## src/rtl/checkout_pkg.sv

```systemverilog
// Shared types and helpers for the checkout lane: FSM state encoding,
// UPC bit positions and the saturating counter increment.
package checkout_pkg;

   // Lane FSM states
   typedef enum logic [1:0] {
      IDLE  = 2'd0,
      SCAN  = 2'd1,
      ALARM = 2'd2,
      TOTAL = 2'd3
   } state_t;

   // Bit positions inside item_upc {M,U,P,C}
   localparam int UPC_M = 3;
   localparam int UPC_U = 2;
   localparam int UPC_P = 1;
   localparam int UPC_C = 0;

   // Saturating increment for a counter of the given width. Works on a
   // 64-bit carrier so one function serves every counter width; callers
   // zero-extend in and truncate the result back to their own width.
   function automatic logic [63:0] sat_inc(input logic [63:0] val,
                                           input logic        inc,
                                           input int          width);
      logic [63:0] max_val;
      max_val = (64'd1 << width) - 64'd1;
      if (inc && (val < max_val)) return val + 64'd1;
      return val;
   endfunction

endpackage

```

## src/rtl/item_classifier.sv

```systemverilog
// Combinational item classifier: decodes a 4-bit UPC {M,U,P,C} into the
// discounted and stolen attributes used by the checkout lane.
module item_classifier
   import checkout_pkg::*;
(
   input  logic [3:0] upc_i,
   output logic       disc_o,
   output logic       stl_o
);

   logic m, u, p, c;

   assign m = upc_i[UPC_M];
   assign u = upc_i[UPC_U];
   assign p = upc_i[UPC_P];
   assign c = upc_i[UPC_C];

   // Discounted: promo bit, or a U-coded item carrying the coupon bit
   assign disc_o = p | (u & c);

   // Stolen: untagged U item without promo/member mark, or no valid tag at all
   assign stl_o = (u & ~(p | m)) | ~(m | u | c);

endmodule

```

## src/rtl/checkout_register.sv

```systemverilog
// Checkout lane: accepts scanned items over valid/ready, classifies each
// one, keeps saturating per-session counts, latches a theft alarm at
// ALARM_THRESH stolen items and reports session totals for one cycle.
module checkout_register
   import checkout_pkg::*;
#(
   parameter int CNT_W        = 8,
   parameter int ALARM_THRESH = 3
)(
   input  logic             clk,
   input  logic             reset,
   input  logic             start,
   input  logic             done,
   input  logic             clear_alarm,
   input  logic             item_valid,
   input  logic [3:0]       item_upc,
   output logic             item_ready,
   output logic             busy,
   output logic             disc_flag,
   output logic             stl_flag,
   output logic [CNT_W-1:0] item_count,
   output logic [CNT_W-1:0] disc_count,
   output logic [CNT_W-1:0] stl_count,
   output logic             alarm,
   output logic             total_valid
);

   localparam logic [CNT_W-1:0] THRESH = CNT_W'(ALARM_THRESH);

   state_t           state_q, state_d;
   logic [CNT_W-1:0] item_cnt_q, item_cnt_d;
   logic [CNT_W-1:0] disc_cnt_q, disc_cnt_d;
   logic [CNT_W-1:0] stl_cnt_q,  stl_cnt_d;
   logic             disc_flag_q, disc_flag_d;
   logic             stl_flag_q,  stl_flag_d;

   logic is_disc, is_stl;
   logic accept;

   item_classifier u_classifier (
      .upc_i  (item_upc),
      .disc_o (is_disc),
      .stl_o  (is_stl)
   );

   // Only SCAN consumes items; elsewhere the scanner holds its item
   assign accept = item_valid & (state_q == SCAN);

   // Next-state and counter update logic for the lane FSM
   always_comb begin
      state_d     = state_q;
      item_cnt_d  = item_cnt_q;
      disc_cnt_d  = disc_cnt_q;
      stl_cnt_d   = stl_cnt_q;
      disc_flag_d = 1'b0;
      stl_flag_d  = 1'b0;

      case (state_q)
         IDLE: begin
            // Counts from the previous session stay visible until a new start
            if (start) begin
               item_cnt_d = '0;
               disc_cnt_d = '0;
               stl_cnt_d  = '0;
               state_d    = SCAN;
            end
         end

         SCAN: begin
            if (accept) begin
               item_cnt_d  = CNT_W'(sat_inc(64'(item_cnt_q), 1'b1,    CNT_W));
               disc_cnt_d  = CNT_W'(sat_inc(64'(disc_cnt_q), is_disc, CNT_W));
               stl_cnt_d   = CNT_W'(sat_inc(64'(stl_cnt_q),  is_stl,  CNT_W));
               disc_flag_d = is_disc;
               stl_flag_d  = is_stl;
            end
            // Only a stolen accept can trip the alarm, so after clear_alarm the
            // lane keeps scanning clean items even though stl_count is already
            // at or above the threshold. The alarm wins over a same-cycle done.
            if (accept && is_stl && (stl_cnt_d >= THRESH)) begin
               state_d = ALARM;
            end else if (done) begin
               state_d = TOTAL;
            end
         end

         ALARM: begin
            if (clear_alarm) state_d = SCAN;
         end

         TOTAL: begin
            state_d = IDLE;
         end

         default: begin
            state_d = IDLE;
         end
      endcase
   end

   // State and counter registers; reset abandons any open session
   always_ff @(posedge clk) begin
      if (reset) begin
         state_q     <= IDLE;
         item_cnt_q  <= '0;
         disc_cnt_q  <= '0;
         stl_cnt_q   <= '0;
         disc_flag_q <= 1'b0;
         stl_flag_q  <= 1'b0;
      end else begin
         state_q     <= state_d;
         item_cnt_q  <= item_cnt_d;
         disc_cnt_q  <= disc_cnt_d;
         stl_cnt_q   <= stl_cnt_d;
         disc_flag_q <= disc_flag_d;
         stl_flag_q  <= stl_flag_d;
      end
   end

   assign item_ready  = (state_q == SCAN);
   assign busy        = (state_q != IDLE);
   assign alarm       = (state_q == ALARM);
   assign total_valid = (state_q == TOTAL);
   assign disc_flag   = disc_flag_q;
   assign stl_flag    = stl_flag_q;
   assign item_count  = item_cnt_q;
   assign disc_count  = disc_cnt_q;
   assign stl_count   = stl_cnt_q;

endmodule

```

## config.mk

```make
export PLATFORM = sky130hd
export DESIGN_NAME = checkout_register
export DESIGN_NICKNAME = d
export VERILOG_FILES = /design/src/rtl/checkout_pkg.sv /design/src/rtl/item_classifier.sv /design/src/rtl/checkout_register.sv
export SDC_FILE = /design/constraint.sdc
export NUM_CORES = 1
export LEC_CHECK = 0
export CAP_MARGIN = 25
export CORE_MARGIN = 4
export CORE_UTILIZATION = 35
export CTS_BUF_LIST = sky130_fd_sc_hd__clkbuf_4 sky130_fd_sc_hd__clkbuf_8
export DETAILED_ROUTE_END_ITERATION = 8
export PLACE_DENSITY_LB_ADDON = 0.12
export SYNTH_ARGS = -nofsm -noshare
export SYNTH_HDL_FRONTEND = slang
export SYNTH_SLANG_ARGS = --single-unit
```

## constraint.sdc

```tcl
create_clock -name clk -period 4.2 [get_ports clk]
set_input_delay 0.84 -clock clk [delete_from_list [all_inputs] [get_ports clk]]
set_output_delay 0.84 -clock clk [all_outputs]
set_load 0.02 [all_outputs]
```

==> flow_summary.rst <==
.. list-table::
   :header-rows: 1

   * - Metric
     - Value
   * - Met3 WL post-DR
     - 232 microns
   * - Half-perimeter wire length after detailed placement
     - between 3000 and 4000 microns
   * - Net count after synthesis
     - approximately 200
   * - Number of enable-type register cells in the synthesized netlist
     - 0
   * - Transition time at the pin with the least slew margin
     - approximately 900 ps
   * - Leakage
     - around 0.77 nW
   * - Clock tree from TritonCTS
     - built
   * - Net count of the finished layout
     - around 240
   * - Top-Level Pins
     - 40
   * - Count of mapped cells out of synthesis
     - 188
   * - Worst-skew pair later-pin latency
     - between 200 and 300 ps
   * - Run status
     - completed
   * - Critical path's largest stage delay
     - approximately 700 ps
   * - DRC violation total after the first TritonRoute iteration
     - slightly below 80
   * - Hold-fix buffers at CTS
     - 0
   * - Area fraction of the dominant cell type after synthesis
     - a little over a third
   * - Clock Root Buffer
     - sky130_fd_sc_hd__clkbuf_8
   * - Standard-cell row count
     - 24
   * - Dominant cell type by area after synthesis
     - sky130_fd_sc_hd__dfxtp_1
   * - Post-CTS setup-driven buffer insertion count
     - 0
   * - Number of antenna cells inserted
     - 0
   * - Kind of end point of the critical path
     - output port
   * - Layout Skew
     - ~2.5 ps
   * - Overall routed net length
     - 4225 microns
   * - Core Footprint
     - 4414 sq um
   * - Most frequent cells after synthesis
     - sky130_fd_sc_hd__dfxtp_1, sky130_fd_sc_hd__nor2_1, sky130_fd_sc_hd__a21oi_1, sky130_fd_sc_hd__nand2_1, sky130_fd_sc_hd__xor2_1
   * - Max-Slew Margin vs Limit
     - roughly two fifths
   * - Number of H-tree levels
     - 1
   * - Largest net degree at the start of global routing
     - 17
   * - Number of clock sinks seen by CTS
     - 28
   * - Buffer and inverter count on the worst path
     - 2
   * - RSZ-0062 raised after global routing
     - false
   * - Total setup violations reported at the end of the flow
     - 0
   * - Register bit count reported by yosys
     - 28
   * - Crit share post-route
     - roughly 74%
   * - Via count of the first global-routing pass
     - around 1500
   * - Highest-delay cell along the critical path
     - sky130_fd_sc_hd__clkdlybuf4s50_1
   * - Routed metal-1 wirelength
     - 1964 microns
   * - Count of vias placed by the detailed router
     - about 1500
   * - Type of the most critical hold path
     - reg2reg
   * - Final hold slack
     - between 500 and 600 ps
   * - Hold_sp
     - disc_count[1]
   * - Clock transition at path regs
     - 100 ps
   * - Drt pass-1 iters
     - 4
   * - Synth area leaders
     - sky130_fd_sc_hd__dfxtp_1, sky130_fd_sc_hd__nor2_1, sky130_fd_sc_hd__xor2_1
   * - Worst-case clock buffer depth
     - 2
   * - Full die area
     - 5742 sq um
   * - Hold Path Cell Cnt
     - 2
   * - PostCTS Resize Cnt
     - 0
   * - Critical R2R Launch
     - state_q[0]
   * - Routed wire length on met2
     - between 2000 and 2500 microns
   * - Dominant delay contributor by cell family on the critical path
     - buffers and inverters
   * - Synthesized area
     - between 1500 and 2000 sq um
   * - Post-synthesis cell type count
     - just under 50
   * - Remaining DRCs
     - 0
   * - Starting density of the core
     - between 30% and 40%
   * - Endpoint of the worst-slack reg-to-reg timing path
     - item_count[0]
   * - Synth async-reset ratio
     - 0%
   * - Nature of the critical path startpoint
     - flop
   * - Total negative slack for setup checks
     - 0 ps
   * - Data required time of the worst path
     - 3360 ps
   * - Total of buffers placed on input and output ports
     - 39
   * - Mean area per synthesized cell
     - about 8.6 sq um
   * - Max-cap check violation count
     - 0
   * - Width of the die
     - around 76 microns
   * - Slack of the worst reg-to-reg path
     - about 1900 ps
   * - Classification of the worst setup path
     - reg2out
   * - Post-route cell area
     - ~2100 sq um
   * - Power density normalized to cell area
     - approximately 270 nW/um^2
   * - Total CTS buffers
     - 3
   * - Maximum fanout count along the critical path
     - 11
   * - Layout cell share with drive strength beyond 1
     - slightly below 7%
   * - Top-count cell post-synth
     - sky130_fd_sc_hd__dfxtp_1
   * - Data arrival time at the worst-slack endpoint
     - 2250 ps
   * - Total Routing Usage GR
     - between 15 and 20%
   * - Die Y-Extent
     - 75.78 microns
   * - Crit. Startpoint
     - state_q[0]
   * - R2r worst-path depth
     - 6
   * - Antenna violation net count after detailed routing
     - 0
   * - Global route total overflow
     - 0
   * - Area growth from synthesis to layout
     - 30.27%
   * - Cell chain of the critical path
     - or2b_1 > inv_1 > clkdlybuf4s50_1
   * - Worst min-delay path endpoint
     - disc_count[1]
   * - Standard cell area after detailed placement
     - 2023 sq um
   * - Top_reg_cell synth
     - sky130_fd_sc_hd__dfxtp_1
   * - Highest metal layer with signal wires
     - met4
   * - Antenna violations before repair
     - 0
   * - Worst vdd rail ir drop
     - between 100 and 150 uV
   * - Wire per inst
     - about 15 microns
   * - Global-route wire length before repair
     - around 7100 microns
   * - Endpoints failing hold
     - 0
   * - Final count of pins violating max slew
     - 0
   * - Syn. warnings
     - 0
   * - Highest attainable clock frequency
     - between 300 and 400 MHz
   * - Share of the yosys chip area belonging to registers
     - between 30% and 40%
   * - Number of vias per cell
     - around 5.4
   * - Gp weighted congestion
     - ~0.83
   * - Final critical path time including I/O delays and setup
     - roughly 3100 ps
how the worst max path moves through the flow:
stage	endpoint	slack, ps	depth (start not counted)
floorplan	state_q[0]	2080	6
global placement	item_count[7]	1310	6
detailed placement	item_count[7]	1190	6
CTS	item_ready	1130	3
global route	item_ready	1010	3
finish	item_ready	1110	3
cell families (layout without fill, tap and decap cells):
logic type	count (synthesis)	in the layout	share of synthesized area, %
compound gates	44	44	19.61
mux	6	6	4.902
simple gates	81	81	28.17
buf+inv	15	50	4.125
fa+ha+maj	3	3	2.335
flops	28	28	34.86
xor+xnor	11	11	5.992
tightest hold or removal path: stages, from the launching register on:
cell and delay [ps]:
sky130_fd_sc_hd__dfxtp_1 350, sky130_fd_sc_hd__nand2_1 60, sky130_fd_sc_hd__a21oi_1 50
per-layer routing:
metal / global-route usage (%) / vias up
met5: 0 / -
met3: 2.639 / 2
li1: - / 761
met4: 4.078 / 0
met2: 25.57 / 31
met1: 21.77 / 701
report_power, final:
| part | leakage, nW | internal (mW) | total (mW) | switching (mW) |
|---|---|---|---|---|
| registers | 0.226 | 0.269 | 0.274 | 0.00486 |
| logic | 0.505 | 0.0277 | 0.0695 | 0.0418 |
| clock network | 0.0357 | 0.128 | 0.214 | 0.0864 |
| total | 0.767 | 0.424 | 0.557 | 0.133 |
metrics by stage:
stage | worst slack [ps] | power, mW | std cells | util (%)
floorplan | 2083 | 0.3199 | 188 | -
global placement | 1307 | 0.3477 | 271 | 45.83
detailed placement | 1191 | 0.3493 | 271 | 45.83
CTS | 1128 | 0.5659 | 275 | 47.45
global route | 1009 | 0.5836 | 275 | 47.45
finish | 1111 | 0.5571 | 275 | 47.45
flip-flops by register name (all words and copies together), names as in the netlist:
signal / count
disc_count: 8
item_count: 8
disc_flag: 1
stl_count: 8
state_q: 2
stl_flag: 1
cells in the final DEF (no fill, tap or decap), types with 3 or more instances in the layout:
cell type                         netlist  routed
sky130_fd_sc_hd__a21oi_1               10      10
sky130_fd_sc_hd__and2_1                 3       3
sky130_fd_sc_hd__and3_1                 6       6
sky130_fd_sc_hd__and4_1                 4       4
sky130_fd_sc_hd__clkbuf_8               0       3
sky130_fd_sc_hd__clkdlybuf4s50_1        0      39
sky130_fd_sc_hd__dfxtp_1               28      28
sky130_fd_sc_hd__ha_1                   3       3
sky130_fd_sc_hd__inv_1                  7       7
sky130_fd_sc_hd__nand2_1               10      10
sky130_fd_sc_hd__nand3_1                5       5
sky130_fd_sc_hd__nand4_1                5       5
sky130_fd_sc_hd__nor2_1                27      27
sky130_fd_sc_hd__nor3_1                 4       4
sky130_fd_sc_hd__o2111ai_1              4       4
sky130_fd_sc_hd__o211ai_1               6       6
sky130_fd_sc_hd__o21ai_0                9       9
sky130_fd_sc_hd__or3_1                  3       3
sky130_fd_sc_hd__xor2_1                10      10
area by class of cell:
class | count | area [sq um]
fillers | 438 | 2320
multi-input cells | 145 | 980.9
flip-flops and latches | 28 | 560.5
repair buffers | 39 | 390.4
well taps | 52 | 65.06
clock buffers | 3 | 41.29
clock inverters | 1 | 30.03
inverters | 7 | 26.28
(Power assumes the default switching activity.)
